### src/rtl/load_pkg.sv
// Shared load-path types: load-type encodings, FSM states and size/type helpers.
package load_pkg;

  typedef enum logic [2:0] {
    LT_LB  = 3'b000,
    LT_LH  = 3'b001,
    LT_LW  = 3'b010,
    LT_LD  = 3'b011,
    LT_LBU = 3'b100,
    LT_LHU = 3'b101,
    LT_LWU = 3'b110
  } load_type_e;

  typedef enum logic [2:0] {
    ST_IDLE,
    ST_RD0,
    ST_WAIT0,
    ST_RD1,
    ST_WAIT1,
    ST_DONE
  } load_state_e;

  function automatic logic [3:0] access_bytes(input load_type_e t);
    case (t)
      LT_LB, LT_LBU: return 4'd1;
      LT_LH, LT_LHU: return 4'd2;
      LT_LD:         return 4'd8;
      default:       return 4'd4;
    endcase
  endfunction

  // LD has no meaning on a 32-bit datapath and unknown codes fall back to LW.
  function automatic load_type_e norm_type(input logic [2:0] raw, input int unsigned xlen);
    case (raw)
      3'b000:  return LT_LB;
      3'b001:  return LT_LH;
      3'b011:  return (xlen == 64) ? LT_LD : LT_LW;
      3'b100:  return LT_LBU;
      3'b101:  return LT_LHU;
      3'b110:  return LT_LWU;
      default: return LT_LW;
    endcase
  endfunction

endpackage

### src/rtl/load_ext_merge.sv
// Combinational merge of two read words, byte shift by offset and sign/zero extension.
module load_ext_merge
  import load_pkg::*;
#(
  parameter int unsigned XLEN = 32
) (
  input  logic [XLEN-1:0]              i_word0,
  input  logic [XLEN-1:0]              i_word1,
  input  logic [$clog2(XLEN/8)-1:0]    i_offset,
  input  load_type_e                   i_type,
  output logic [XLEN-1:0]              o_result
);

  logic [XLEN-1:0] w_shifted;

  assign w_shifted = XLEN'({i_word1, i_word0} >> {i_offset, 3'b000});

  always_comb begin
    o_result = '0;
    case (i_type)
      LT_LB:   o_result = XLEN'($signed(w_shifted[7:0]));
      LT_LBU:  o_result = XLEN'(w_shifted[7:0]);
      LT_LH:   o_result = XLEN'($signed(w_shifted[15:0]));
      LT_LHU:  o_result = XLEN'(w_shifted[15:0]);
      LT_LWU:  o_result = XLEN'(w_shifted[31:0]);
      LT_LD:   o_result = w_shifted;
      default: o_result = XLEN'($signed(w_shifted[31:0]));
    endcase
  end

endmodule

### src/rtl/load_align_unit.sv
// Load alignment unit: issues one or two word reads per load and returns the extended result.
module load_align_unit
  import load_pkg::*;
#(
  parameter int unsigned XLEN     = 32,
  parameter bit          SPLIT_EN = 1'b1
) (
  input  logic            CLK,
  input  logic            RST_N,
  input  logic            req_valid,
  output logic            req_ready,
  input  logic [31:0]     req_addr,
  input  logic [2:0]      req_type,
  output logic            mem_req,
  input  logic            mem_gnt,
  output logic [31:0]     mem_addr,
  input  logic            mem_rvalid,
  input  logic [XLEN-1:0] mem_rdata,
  output logic            rsp_valid,
  output logic [XLEN-1:0] rsp_data,
  output logic            rsp_misalign
);

  localparam int unsigned NB   = XLEN / 8;
  localparam int unsigned OFFW = $clog2(NB);

  load_state_e     r_state;
  load_type_e      r_type;
  logic [OFFW-1:0] r_off;
  logic            r_cross;
  logic [XLEN-1:0] r_word0;
  logic [XLEN-1:0] r_word1;
  logic            r_mem_req;
  logic [31:0]     r_mem_addr;
  logic            r_rsp_valid;
  logic [XLEN-1:0] r_rsp_data;
  logic            r_rsp_misalign;

  load_type_e      w_req_type;
  logic [OFFW-1:0] w_req_off;
  logic            w_req_cross;
  logic [31:0]     w_req_base;
  logic [XLEN-1:0] w_word0;
  logic [XLEN-1:0] w_word1;
  logic [XLEN-1:0] w_result;

  assign w_req_type  = norm_type(req_type, XLEN);
  assign w_req_off   = req_addr[OFFW-1:0];
  assign w_req_cross = (32'(w_req_off) + 32'(access_bytes(w_req_type))) > NB;
  assign w_req_base  = {req_addr[31:OFFW], {OFFW{1'b0}}};

  // Bypass the arriving word so the result registers on the same edge it is captured.
  assign w_word0 = (r_state == ST_WAIT0) ? mem_rdata : r_word0;
  assign w_word1 = (r_state == ST_WAIT1) ? mem_rdata : r_word1;

  load_ext_merge #(.XLEN(XLEN)) u_merge (
    .i_word0  (w_word0),
    .i_word1  (w_word1),
    .i_offset (r_off),
    .i_type   (r_type),
    .o_result (w_result)
  );

  always_ff @(posedge CLK or negedge RST_N) begin
    if (!RST_N) begin
      r_state        <= ST_IDLE;
      r_type         <= LT_LB;
      r_off          <= '0;
      r_cross        <= 1'b0;
      r_word0        <= '0;
      r_word1        <= '0;
      r_mem_req      <= 1'b0;
      r_mem_addr     <= '0;
      r_rsp_valid    <= 1'b0;
      r_rsp_data     <= '0;
      r_rsp_misalign <= 1'b0;
    end else begin
      case (r_state)
        ST_IDLE: if (req_valid) begin
          r_type     <= w_req_type;
          r_off      <= w_req_off;
          r_cross    <= w_req_cross;
          r_mem_addr <= w_req_base;
          if (w_req_cross && !SPLIT_EN) begin
            r_state        <= ST_DONE;
            r_rsp_valid    <= 1'b1;
            r_rsp_data     <= '0;
            r_rsp_misalign <= 1'b1;
          end else begin
            r_state   <= ST_RD0;
            r_mem_req <= 1'b1;
          end
        end
        ST_RD0: if (mem_gnt) begin
          r_mem_req <= 1'b0;
          r_state   <= ST_WAIT0;
        end
        ST_WAIT0: if (mem_rvalid) begin
          r_word0 <= mem_rdata;
          if (r_cross) begin
            r_state    <= ST_RD1;
            r_mem_req  <= 1'b1;
            r_mem_addr <= r_mem_addr + 32'(NB);
          end else begin
            r_state        <= ST_DONE;
            r_rsp_valid    <= 1'b1;
            r_rsp_data     <= w_result;
            r_rsp_misalign <= 1'b0;
          end
        end
        ST_RD1: if (mem_gnt) begin
          r_mem_req <= 1'b0;
          r_state   <= ST_WAIT1;
        end
        ST_WAIT1: if (mem_rvalid) begin
          r_word1        <= mem_rdata;
          r_state        <= ST_DONE;
          r_rsp_valid    <= 1'b1;
          r_rsp_data     <= w_result;
          r_rsp_misalign <= 1'b0;
        end
        default: begin
          r_rsp_valid <= 1'b0;
          r_state     <= ST_IDLE;
        end
      endcase
    end
  end

  assign req_ready    = (r_state == ST_IDLE);
  assign mem_req      = r_mem_req;
  assign mem_addr     = r_mem_addr;
  assign rsp_valid    = r_rsp_valid;
  assign rsp_data     = r_rsp_data;
  assign rsp_misalign = r_rsp_misalign;

endmodule

### config.mk
export PLATFORM = sky130hd
export DESIGN_NAME = load_align_unit
export DESIGN_NICKNAME = d
export VERILOG_FILES = /design/src/rtl/load_pkg.sv /design/src/rtl/load_ext_merge.sv /design/src/rtl/load_align_unit.sv
export SDC_FILE = /design/constraint.sdc
export NUM_CORES = 1
export LEC_CHECK = 0
export BUFFER_PORTS_ARGS = -buffer_cell sky130_fd_sc_hd__buf_2
export CORE_ASPECT_RATIO = 1.75
export CORE_UTILIZATION = 30
export CTS_CLUSTER_SIZE = 20
export DETAILED_ROUTE_END_ITERATION = 7
export SKIP_CTS_REPAIR_TIMING = 1
export SYNTH_ARGS = -nofsm -noshare
export SYNTH_HDL_FRONTEND = slang
export SYNTH_SLANG_ARGS = --single-unit
### constraint.sdc
create_clock -name CLK -period 2.05 [get_ports CLK]
set_input_delay 0.1025 -clock CLK [delete_from_list [all_inputs] [get_ports CLK]]
set_output_delay 0.1025 -clock CLK [all_outputs]
set_load 0.05 [all_outputs]
# After elaboration in Yosys (flattened, before gate mapping)
# Index checks and enable logic that the tools add are counted.
[totals] ff_bits=140 in_bits=72 out_inout_bits=68 wordCells=91
[op_classes] n_addsub=2 magnitude_cmp=1 eq_ne=23 shifts=1 n_mux=33 bitwise=1 n_reduce_logical=19
[ops] op="$mux W32" count=8
[ops] op="$pmux W32 S2" count=2
[ops] op="$pmux W32 S4" count=1
[ops] op="$shr A64 B5 Y32" count=1
[ops] op="$add A32 B3 Y32 const B" count=1
[ops] op="$pmux W3 S5" count=2
[ops] op="$eq A3 B3 Y1 const B" count=8
[ops] op="$mux W3" count=6
[ops] op="$ne A2 B2 Y1 const B" count=7
[ops] op="$eq A3 B1 Y1 const B" count=4
[ops] op="$logic_not A3 Y1" count=4
[ops] op="$pmux W4 S3" count=1
[ops] op="$reduce_and A4 Y1" count=3
[ops] op="$mux W1" count=10
[ops] op="$reduce_and A5 Y1" count=2
[ops] op="$eq A3 B2 Y1 const B" count=3
[ops] op="$pmux W1 S3" count=2
[ops] op="$reduce_and A2 Y1" count=3
[ops] op="$reduce_or A2 Y1" count=3
[ops] op="$add A2 B4 Y5" count=1
[ops] op="$gt A5 B3 Y1 const B" count=1
[ops] op="$reduce_bool A2 Y1" count=2
[ops] op="$reduce_bool A3 Y1" count=1
[ops] op="$reduce_or A3 Y1" count=1
[ops] op="other kinds (3)" count=3

# Logic depth before layout (Yosys ltp)
# Gate-level depths: netlist of the first run.
[depth] depth_word=7 ltp_mapped=10 mapped_depth_nobuf=8

# By module
# A second synthesis of the first run with hierarchy kept.
[unflattened] hier_cells=764 hier_area_um2=8157.8
[modules_own_cells] mod="load_align_unit" n_inst=1 cells_each=663 area_per_inst_um2=7038.0 seq_area_each_um2=3428.3
[modules_own_cells] mod="load_ext_merge" n_inst=1 cells_each=101 area_per_inst_um2=1119.8 seq_area_each_um2=0.0

# Least setup slack after synthesis of the first run
# No wires, ideal clock.
[synth_timing] path_type="reg-to-reg" startpoint="register r_state[0]" endpoint="register r_mem_addr[31], in the netlist mem_addr[31]" setup_ps=86 t_arrival_ps=2549 t_required_ps=1964 slack_ps=-585 stages_incl_launch_ff=8 path_buffers=2 period_less_slack_ps=2635 path_cell_list="dfrtp_1 clkbuf_1 nor3_1 and2_1 clkbuf_1 nor2_1 o31a_1 nor3_1"
[synth_between] elab_chain_cells=3 word_cells_on_any_way=8 classes_between="4 x eq/ne; 1 x mux; 3 x reduce/logical"
[synth_lines] item="start: declaration" line_no="load_align_unit.sv:27" rtl="load_state_e r_state;"
[synth_lines] item="start signal: assignment" line_no="load_align_unit.sv:66" rtl="r_state <= ST_IDLE;"
[synth_lines] item="start signal: assignment" line_no="load_align_unit.sv:85" rtl="r_state <= ST_DONE;"
[synth_lines] item="start signal: assignment" line_no="load_align_unit.sv:90" rtl="r_state <= ST_RD0;"
[synth_lines] item="$logic_not A3 Y1 *"
[synth_lines] item="via req_ready" line_no="load_align_unit.sv:11" rtl="output logic req_ready,"
[synth_lines] item="$ne A2 B2 Y1 (no source line) or $reduce_bool A2 Y1 (tied branches)"
[synth_lines] item="$reduce_and A4 Y1 (no source line)"
[synth_lines] item="end signal: assignment" line_no="load_align_unit.sv:83" rtl="r_mem_addr <= w_req_base;"
[synth_lines] item="end signal: assignment" line_no="load_align_unit.sv:103" rtl="r_mem_addr <= r_mem_addr + 32'(NB);"
[synth_lines] item="end: declaration" line_no="load_align_unit.sv:34" rtl="logic [31:0] r_mem_addr;"
# Mark *: on every way through the listed nets, which the timed path passes. The rest lies on a longest branch.
# A chain may end at the register's enable or synchronous reset.

# Worst setup path in the final report of the first run
[layout_timing] startpoint="register r_state[2]" endpoint="register r_rsp_data[19], in the netlist rsp_data[19]"
[layout_between] elab_chain_cells=7 word_cells_on_any_way=15 classes_between="5 x eq/ne; 1 x shift; 7 x mux; 2 x reduce/logical"
[layout_lines] item="$eq A3 B2 Y1 or $eq A3 B3 Y1 (tied branches)" line_no="load_align_unit.sv:53, load_align_unit.sv:78, load_align_unit.sv:54"
[layout_lines] item="$mux W32 (on tied branches)" line_no="load_align_unit.sv:53, load_align_unit.sv:54"
[layout_lines] item="$shr A64 B5 Y32" line_no="load_ext_merge.sv:16" rtl="assign w_shifted = XLEN'({i_word1, i_word0} >> {i_offset, 3'b000});"
[layout_lines] item="$pmux W32 S4" line_no="load_ext_merge.sv:20" rtl="case (i_type)"
[layout_lines] item="$mux W32" line_no="load_align_unit.sv:100" rtl="if (r_cross) begin"
[layout_lines] item="$mux W32" line_no="load_align_unit.sv:98" rtl="ST_WAIT0: if (mem_rvalid) begin"
[layout_lines] item="$pmux W32 S2" line_no="load_align_unit.sv:78" rtl="case (r_state)"
[layout_lines] item="end signal: assignment" line_no="load_align_unit.sv:107" rtl="r_rsp_data <= w_result;"
[layout_lines] item="end signal: assignment" line_no="load_align_unit.sv:119" rtl="r_rsp_data <= w_result;"
[layout_lines] item="end: declaration" line_no="load_align_unit.sv:36" rtl="logic [XLEN-1:0] r_rsp_data;"
# Several ways; a longest one is shown, not always the timed one. The select of a mux whose other input is x is not followed.

==> results of run 1 <==
area by class of cell:
| class | count | area [µm²] | area share (%) |
|---|---|---|---|
| diodes | 1 | 2.502 | 0.02411 |
| flip-flops and latches | 129 | 3241 | 31.22 |
| clock inverters | 13 | 210.2 | 2.025 |
| multi-input cells | 503 | 4150 | 39.99 |
| well taps | 308 | 385.4 | 3.713 |
| inverters | 14 | 52.55 | 0.5063 |
| clock buffers | 19 | 432.9 | 4.171 |
| repair buffers | 249 | 1904 | 18.35 |
critical path, delay by kind of cell, from the launching register on:
kind            cells  cell delay, ps
flops               1             380
buf+inv             1             150
mux                 1             500
simple gates        1             450
compound gates      3             530
stage by stage:
step / cell area [µm²] / util (%) / power [mW] / setup slack [ps] / hold WS (ps)
2_1_floorplan: 7452 / - / 11.75 / -108.0 / -193.1
3_3_place_gp: 8835 / 36.63 / 14.36 / -269.0 / 129.1
3_5_place_dp: 8835 / 36.63 / 14.53 / -308.8 / 128.1
4_1_cts: 9478 / 39.30 / 17.98 / -324.9 / -332.3
5_1_grt: 10380 / 43.04 / 19.77 / -164.5 / 2.079
6_report: 10380 / 43.04 / 18.71 / -96.48 / -19.12
cell usage after synthesis (all sizes together) (3+ instances only):
| master | n | area [µm²] |
|---|---|---|
| nand4 | 11 | 68.82 |
| dfrtp | 129 | 3228 |
| nand3 | 20 | 100.1 |
| a2bb2oi | 7 | 61.31 |
| ha | 3 | 37.54 |
| o22a | 7 | 61.31 |
| a31oi | 12 | 81.33 |
| nor2 | 47 | 176.4 |
| inv | 14 | 52.55 |
| a21boi | 3 | 26.28 |
| mux2i | 67 | 670.6 |
| o32a | 18 | 180.2 |
| nor2b | 17 | 106.4 |
| mux4 | 23 | 518.0 |
| nor3 | 12 | 60.06 |
| buf | 23 | 130.1 |
| mux2 | 57 | 641.9 |
| nand2 | 52 | 195.2 |
| clkbuf | 29 | 108.9 |
| nand2b | 8 | 50.05 |
| o21ai | 30 | 157.7 |
| nor4 | 7 | 43.79 |
| a21oi | 44 | 220.2 |
| or3 | 5 | 31.28 |
| and3 | 3 | 18.77 |
| o22ai | 11 | 68.82 |
| and2 | 6 | 37.54 |
per-layer routing:
metal / global-route usage [%] / share of wire (%)
met2: 31.17 / 55
met3: 4.185 / 4.1
met1: 19.20 / 38
met4: 7.705 / 3.4
met5: 0 / 0.057
path summary, 6_finish.rpt:
path	endpoint	cells after the start
max	rsp_data[19]	6
min	r_type[2]	4
max reg2reg	rsp_data[19]	6
min reg2reg	rsp_data[17]	1
max in group asynchronous	r_word1[19]	3
min in group asynchronous	mem_addr[30]	2
report_power, final:
| part | internal, mW | switching (mW) |
|---|---|---|
| Combinational | 4.33 | 6.14 |
| Clock | 2.16 | 1.21 |
| Sequential | 3.85 | 1.02 |
cell families (layout without fill, tap and decap cells):
group           count (synthesis)  count (layout)  synth area share (%)
simple gates                  195             195                 12.77
compound gates                154             154                 14.09
mux                           147             147                 24.74
flops                         129             129                 43.63
buf+inv                        66             295                 3.940
fa+ha+maj                       4               4                0.7780
other cells                     1               4               0.05069
registers in the layout (all words and copies together) (netlist names):
signal,flops
rsp_valid,1
mem_addr,30
r_word0,32
r_type,3
mem_req,1
r_state,3
r_word1,24
r_cross,1
r_off,2
rsp_data,32
layout by cell type, fill, tap and decap left out, types with 5 or more instances in the layout:
master / instances
a2bb2oi_1: 7
mux2_2: 57
nand2_1: 52
nor3_1: 10
a21oi_2: 6
nand4_1: 11
mux2i_1: 50
o22ai_1: 11
or3_1: 5
mux2i_4: 6
nor2b_1: 15
buf_12: 14
a31oi_1: 11
dfrtp_2: 10
o32a_1: 18
o22a_1: 7
bufinv_16: 5
clkbuf_16: 20
mux2i_2: 11
mux4_2: 23
o21ai_0: 27
dfrtp_1: 119
dlygate4sd3_1: 43
buf_2: 135
a21oi_1: 38
buf_6: 10
nor2_1: 46
nor4_1: 5
and2_1: 6
inv_1: 13
nand3_1: 20
nand2b_1: 7
buf_4: 44
==> run metrics, run 1 <==
outcome=complete, but fails checks; failing checks=negative hold slack, negative setup slack; hold crit path type=in2reg; Gate Count Post-Synth=between 600 and 700; final hold violations=3; first-pass GRT wire length=approximately 34 mm; initial antenna violation count=2; Pwr Density=1803 mW/mm²; Tot GR Track Use=17.39%; share of flip-flops with an asynchronous set or reset=100.0%; CTS root buf=clkbuf_16; clk slew on worst S/H paths=roughly 60 ps; slack of the worst reg-to-reg path=-100 ps; CP Data Arrival Time=approximately 2500 ps; Yosys reg bits=roughly 130; Worst VDD drop=about 0.00097 V; Worst-Margin Slew=around 550 ps; Final period util=104.7%; WP data required=2360 ps; Seq/Total Area, Yosys=43.63%; drt first pass iters=6; Routed WL=about 23 mm; 1st-iter DRT viols=275; f_max=between 400 and 500 MHz; ANT nets after route=0; Area Overhead vs Synth=40.28%; Layout Nets=between 900 and 1,000; Worst Hold Launch=req_type[0]; Worst Skew=about 9.2 ps; CTS tree=done; Residual DRC=0; Crit path largest cell delay=about 500 ps; Cell Count, Final, Fillers Out=about 1,200; Netlist cell types=56; Syn Std Cell Area=between 0.007 and 0.008 mm²; Leak=4.398 nW; std cell rows=between 70 and 80; Setup violations, final=17; min Tclk post-route=about 2100 ps; Syn Area/Cell=10.63 µm²; share of cells above drive strength 1=slightly above 40%; placed instance count=around 1,100; crit path launch type=flip-flop; H-tree depth=4; RSZ-0062 raised after global routing=true; Chip Height=between 200 and 250 µm; CP Capture Type=flip-flop; Setup WS post-layout=-96.48 ps; CTS Sinks=129; max-slew violations=0; IO Pins=140; vias in the first global route=approximately 6,000; Die X=120.7 µm; Congestion Overflow GR=0; CP startpoint=r_state[2]; area of the core=0.02412 mm²; Setup Crit Path Kind=reg2reg; initial core utilization=30.68%; crit path max fanout=16; Vias/cell=around 5.2; EDFF count, synth=0; cell breakdown of the critical path=or3b_4 -> mux4_2 -> o21ai_2 -> a21boi_4 -> buf_12 -> o32a_1; final RePlAce weighted congestion=around 0.82; worst reg2reg path startpoint=r_state[2]; Fill cells=approximately 2,300; largest net degree at the start of global routing=65; Critical Path Slowest Stage Cell=mux4_2; Die Area=roughly 0.025 mm²; hpwl dp=~16 mm; Max clock buf depth=2; Syn. warnings=0; Fin Hold WS=-19.12 ps; Num CTS Buffers=17; Max-cap violations=0; # port buffers=~140; tightest slew margin relative to the limit=63.59%; Synth Flop Type=dfrtp_1; Vias=about 6,400; Worst-Skew Late Latency=roughly 430 ps; WL per Instance=18.32 µm; setup TNS=-1120 ps
(Power assumes the default switching activity.)
==> run 2: changes to the inputs <==
Settings changed: SETUP_SLACK_MARGIN set to 0.5, SLEW_MARGIN set to 0.
==> run 2 against run 1 <==
Net effect:
- via count is 5.7% higher
- critical path depth stayed put
- maximum frequency is 0.27% lower
- combinational power is 9.5% higher
- count of clock-buffer cells in the layout stayed put
- clock skew is 1.6 ps higher
- die area stayed put
- the flow still finishes with violations (negative hold slack, negative setup slack)
- clock power is 7.1% lower
- first-iteration DRC count is 2.5% higher
- final area is 6.7% higher
- critical path type unchanged
- sequential power is 1% lower
==> run metrics, run 2 (synthesis gave the netlist of run 1 again) <==
outcome=complete, but fails checks; failing checks=negative hold slack, negative setup slack; Worst-Skew Late Latency=430 ps (about the same); Combinational Power Share=59.1% (+3.1 points); CP delay by family, top=compound AO/OA/AOI/OAI gates; Worst-Margin Slew=557.2 ps (+11.08 ps); Pwr Density=1755 mW/mm² (-2.7%); std cell rows=75 (unchanged); Final period util=105.0% (+0.29 points); ANT nets after route=0 (unchanged); CTS Sinks=129 (unchanged); Die X=120.7 µm (unchanged); Worst Skew=10.86 ps (+1.624 ps); cell breakdown of the critical path=or3b_4 -> mux4_2 -> o21ai_2 -> a21boi_4 -> buf_12 -> o32a_1; area of the core=0.02412 mm² (unchanged); H-tree depth=4 (unchanged); f_max=464.6 MHz (-0.27%); # port buffers=136 (unchanged); CTS tree=done; Setup violations, final=24 (+7); Leak=4.733 nW (+7.6%); P_int=10.71 mW (+3.5%); Vias/cell=5.268 (+1.8%); drt first pass iters=4 (-2); Clk pwr share=16.1% (-1.9 points); final RePlAce weighted congestion=0.8261 (+0.21%); hold crit path type=in2reg; critical path depth in cells=6 (unchanged); Cell Count, Final, Fillers Out=1,284 (+3.9%); crit path launch type=flip-flop; Die Area=0.02532 mm² (unchanged); area occupied by multi-input gates=0.004365 mm² (+5.2%); share of cells above drive strength 1=46.26% (+6.0 points); Worst VDD drop=0.001010 V (+3.7%); slack of the worst reg-to-reg path=-100 ps (about the same); largest net degree at the start of global routing=57 (-12%); final hold violations=5 (+2); switching share of power=44.88% (+0.18 points); Critical Path Slowest Stage Cell=or3b_4; sequential power share=24.8% (-1.2 points); vias in the first global route=6,480 (+4.9%); Residual DRC=0 (unchanged); max-slew violations=0 (unchanged); WL per Instance=19.05 µm (+4.0%); first-pass GRT wire length=33.94 mm (+0.41%); Chip Height=209.7 µm (unchanged); min Tclk post-route=2152 ps (+5.863 ps); hold path cells=3 (-1); Layout Nets=1,038 (+4.8%); Area Overhead vs Synth=49.67%; Crit path largest cell delay=470 ps (-30 ps); Psw=8.720 mW (+4.3%); Fill cells=2,278 (-0.18%); 1st-iter DRT viols=282 (+2.5%); Congestion Overflow GR=0 (unchanged); hpwl dp=16.03 mm (+1.9%); clk slew on worst S/H paths=60 ps (about the same); Reg area=0.003243 mm² (about the same); Max clock buf depth=2 (unchanged); Fin Hold WS=-29.71 ps (-10.59 ps); Max-cap violations=0 (unchanged); placed instance count=1,160 (+0.96%); crit path max fanout=16 (unchanged); initial core utilization=30.68% (unchanged); Setup Crit Path Kind=reg2reg; tightest slew margin relative to the limit=62.85% (-0.74 points); Reg2Reg Depth=6 (unchanged); IO Pins=140 (unchanged); initial antenna violation count=1 (-1); WP data required=2350 ps (about the same); Tot GR Track Use=17.55% (+0.16 points); most common library cell in the layout ignoring fill and taps=buf_2; CTS root buf=clkbuf_16; CP Buf/Inv Count=1 (unchanged); Routed WL=24.45 mm (+8.0%); Util after Layout=45.91% (+2.9 points); CP Data Arrival Time=2460 ps (about the same); Num CTS Buffers=17 (unchanged); Vias=6,764 (+5.7%); Setup WS post-layout=-102.3 ps (-5.863 ps); CP Capture Type=flip-flop; commonest non-fill, non-tap cells in the layout=buf_2, dfrtp_1, buf_4; RSZ-0062 raised after global routing=true
-- run 2: changes by cell type in the layout (fill, tap and decap cells not counted), moves of 9 or more --
| cell | previous run | this run |
|---|---|---|
| o21ai_0 | 27 | 18 |
| buf_6 | 10 | 25 |
| mux2i_1 | 50 | 59 |
| buf_4 | 44 | 70 |
| mux2_2 | 57 | 48 |
| mux2_4 | 0 | 9 |
-- run 2: worst reg2reg max path, cell delays in order, from the launching register on --
cell and delay [ps]:
dfrtp_1 400, or3b_4 470, mux4_2 480, o21ai_2 100, a21boi_4 80, buf_12 150
o32a_1 360
-- run 2: routing by layer --
metal	share of wire [%]	vias to the layer above	track usage (%)
li1	-	3140	-
met1	37	3347	18.64
met2	55	215	31.67
met3	4.0	62	4.348
met4	4.8	0	8.897
met5	0	-	0
-- run 2: final timing paths --
| path | end | from |
|---|---|---|
| max | rsp_data[29] | r_state[2] |
| min | mem_addr[2] | req_addr[2] |
| max reg2reg | rsp_data[29] | r_state[2] |
| min reg2reg | rsp_data[31] | rsp_data[31] |
| max in group asynchronous | rsp_data[29] | RST_N |
| min in group asynchronous | mem_addr[28] | RST_N |
-- run 2: through the flow --
stage          setup slack [ps]  TNS [ps]  power [mW]  instance area (µm²)
6_report                 -102.3     -1498       19.43                11070
5_1_grt                  -152.6     -3540       20.51                11070
4_1_cts                  -371.5     -7972       17.89                 9574
3_5_place_dp             -369.0     -7875       14.71                 8969
3_3_place_gp             -303.7     -6354       14.57                 8969
2_1_floorplan            -106.5     -1227       11.91                 7599
-- run 2: area by class of cell --
cell class	instances	share of cell area [%]
clock inverters	13	1.469
multi-input cells	503	39.42
diodes	1	0.02260
flip-flops and latches	129	29.29
inverters	14	0.4746
repair buffers	297	21.84
clock buffers	19	4.000
well taps	308	3.480
-- run 2: power groups by stage --
stage | Clock, mW | Combinational, mW | Sequential (mW)
2_1_floorplan | 0 | 5.06 | 6.85
3_3_place_gp | 0 | 9.78 | 4.79
3_5_place_dp | 0 | 9.90 | 4.81
4_1_cts | 3.20 | 9.92 | 4.77
5_1_grt | 3.30 | 12.2 | 4.99
6_report | 3.13 | 11.5 | 4.82
==> run 3: changes to the inputs <==
Settings changed: ABC_AREA set to 1.
==> run 3 against run 2 <==
Net effect:
- the flow finishes with violations (negative hold slack)
- non-clock buffer count is 20 lower
- register-to-register slack better by 210 ps
- cell count is 38% higher
- area after synthesis is 11% higher
- sequential share of layout area is 2.6 points lower
- final area is 9.7% higher
- clock skew is 3.4 ps lower
- sequential cell count stayed put
- critical path type unchanged
- highest routed layer unchanged
==> run metrics, run 3 <==
Setup Crit Path Kind=reg2reg; Residual DRC=0 (unchanged); Power Total=22.10 mW (+14%); WL per Instance=19.75 µm (+3.7%); Util after Layout=45.52% (-0.39 points); CP Data Arrival Time=2270 ps (-190 ps); Worst Setup EP=rsp_data[28]; max-slew violations=0 (unchanged); f_max=515.3 MHz (+11%); antenna diode count=0 (-1); Syn Area/Cell=6.777 µm² (-36%); initial antenna violation count=0 (-1); most common library cell in the layout ignoring fill and taps=nand2_1; most area-hungry cell type in the Yosys netlist=dfrtp_1; min Tclk post-route=1941 ps (-211.6 ps); final hold violations=14 (+9); Cell Count, Final, Fillers Out=1,776 (+38%); share of cells above drive strength 1=32.71% (-14 points); Fin Hold WS=-22.62 ps (+7.087 ps); initial core utilization=30.68% (about the same); WP data required=2380 ps (+30 ps); Max clock buf depth=2 (unchanged); drt first pass iters=5 (+1); Leak=5.991 nW (+27%); vias in the first global route=8,072 (+25%); outcome=complete, but fails checks; RSZ-0062 raised after global routing=true; Final period util=94.67% (-10 points); Worst-Skew Late Latency=440 ps (about the same); EDFF count, synth=0 (unchanged); H-tree depth=4 (unchanged); CTS Sinks=129 (unchanged); Worst VDD drop=0.0006695 V (-34%); Vias/cell=5.234 (-0.65%); Syn Std Cell Area=0.008187 mm² (+11%); std cell rows=79 (+5.3%); 1st-iter DRT viols=749 (+170%); Tot GR Track Use=20.43% (+2.9 points); hold crit path type=in2reg; top-area cell type share of the netlist area=39.43% (-4.2 points); CTS root buf=clkbuf_16; crit path max fanout=7 (-9); Die Area=0.02798 mm² (+11%); share of flip-flops with an asynchronous set or reset=100.0% (unchanged); Pwr Density=1819 mW/mm² (+3.7%); Chip Height=220.5 µm (+5.1%); Syn. warnings=0 (unchanged); Congestion Overflow GR=0 (unchanged); Die X=126.9 µm (+5.1%); Yosys reg bits=129 (unchanged); CTS tree=done; Num CTS Buffers=17 (unchanged); crit path launch type=flip-flop; Worst Skew=7.471 ps (-3.391 ps); worst reg2reg path startpoint=r_state[0]; area of the core=0.02669 mm² (+11%); Gate Count Post-Synth=1,208 (+74%); Netlist cell types=38 (-32%); placed instance count=1,646 (+42%); Seq/Total Area, Yosys=39.43% (-4.2 points); CP startpoint=r_state[0]; Setup violations, final=0 (-100%); largest net degree at the start of global routing=53 (-7.0%); ANT nets after route=0 (unchanged); Area Overhead vs Synth=48.40%; failing checks=negative hold slack; # port buffers=136 (unchanged); hpwl dp=21.00 mm (+31%); commonest non-fill, non-tap cells in the layout=nand2_1, nand3_1, buf_2; Synth Flop Type=dfrtp_1; final RePlAce weighted congestion=0.9635 (+17%); Area contributors post-synth=dfrtp_1, nand2_1, nand3_1; Reg2Reg Depth=13 (+7); slack of the worst reg-to-reg path=110 ps (+210 ps); Worst R2R End=rsp_data[28]; Max-cap violations=0 (unchanged); Vias=9,295 (+37%); setup TNS=0 ps (+1498 ps); clk slew on worst S/H paths=60 ps (about the same); IO Pins=140 (unchanged); most common cell in the synthesized netlist=nand2_1; CP Capture Type=flip-flop; Routed WL=35.07 mm (+43%); Layout Nets=1,515 (+46%); Synth top cells by count=nand2_1, nand3_1, dfrtp_1, inv_1, o21ai_0; first-pass GRT wire length=43.36 mm (+28%)
-- run 3: cell count changes in the layout (fill, tap and decap cells not counted), sizes merged, moves of 57 or more --
cell / delta
nand2: +354
inv: +104
mux2i: -67
nand3: +157
mux2: -57
o21ai: +89
-- run 3: logic make-up (layout without fill, tap and decap cells) --
logic type / count (synthesis) / count (layout) / synth area share, %
and+or+nand+nor: 707 / 708 / 37.11
buffers and inverters: 188 / 429 / 10.16
AOI/OAI and AO/OA: 170 / 170 / 11.59
DFF: 129 / 129 / 39.43
xor gates and xnor gates: 9 / 9 / 0.9628
adders and majority gates: 4 / 4 / 0.7031
other: 1 / 3 / 0.04581
-- run 3: how the worst min path moves through the flow --
stage / depth (start not counted) / end / startpoint / slack (ps)
after floorplan: 0 / mem_addr[10] / RST_N / -190
after global placement: 1 / mem_addr[11] / RST_N / 80
after detailed placement: 1 / mem_addr[11] / RST_N / 80
after CTS: 1 / mem_addr[11] / RST_N / -400
after global routing: 3 / mem_addr[23] / req_addr[23] / 0.7
final: 3 / mem_addr[23] / req_addr[23] / -20
-- run 3: stage by stage --
stage	area, µm²	setup WS, ps
floorplan	8252	172.4
global placement	9400	153.7
detailed placement	9400	93.18
CTS	9955	71.62
global route	12150	30.01
finish	12150	109.3
-- run 3: cell type report --
| cell class | count | area, µm² |
|---|---|---|
| flip-flops and latches | 129 | 3239 |
| repair buffers | 277 | 2592 |
| clock buffers | 23 | 498.0 |
| inverters | 120 | 484.2 |
| multi-input cells | 894 | 4873 |
| clock inverters | 9 | 56.30 |
| fillers | 2570 | 14540 |
| well taps | 324 | 405.4 |
-- run 3: report_power, final --
part	internal (mW)	switching, mW
combinational	5.22	8.99
sequential	3.78	1.24
clock	1.69	1.17
-- run 3: critical path: stages (launching register included) --
cell and delay (ps):
dfrtp_1 420, inv_2 110, nand2_2 90, nor2_4 140, buf_12 130, buf_6 100
nand2_4 50, nand2_4 80, nor2_4 40, buf_12 140, clkbuf_16 150, or2_2 280
inv_2 50, nor2_1 30
-- run 3: metal layers --
metal  GRT usage (%)  wire length (µm)
met2           36.63             18530
met4           15.79              2957
met1           21.33             11750
met5               0                 0
met3           3.216              1835
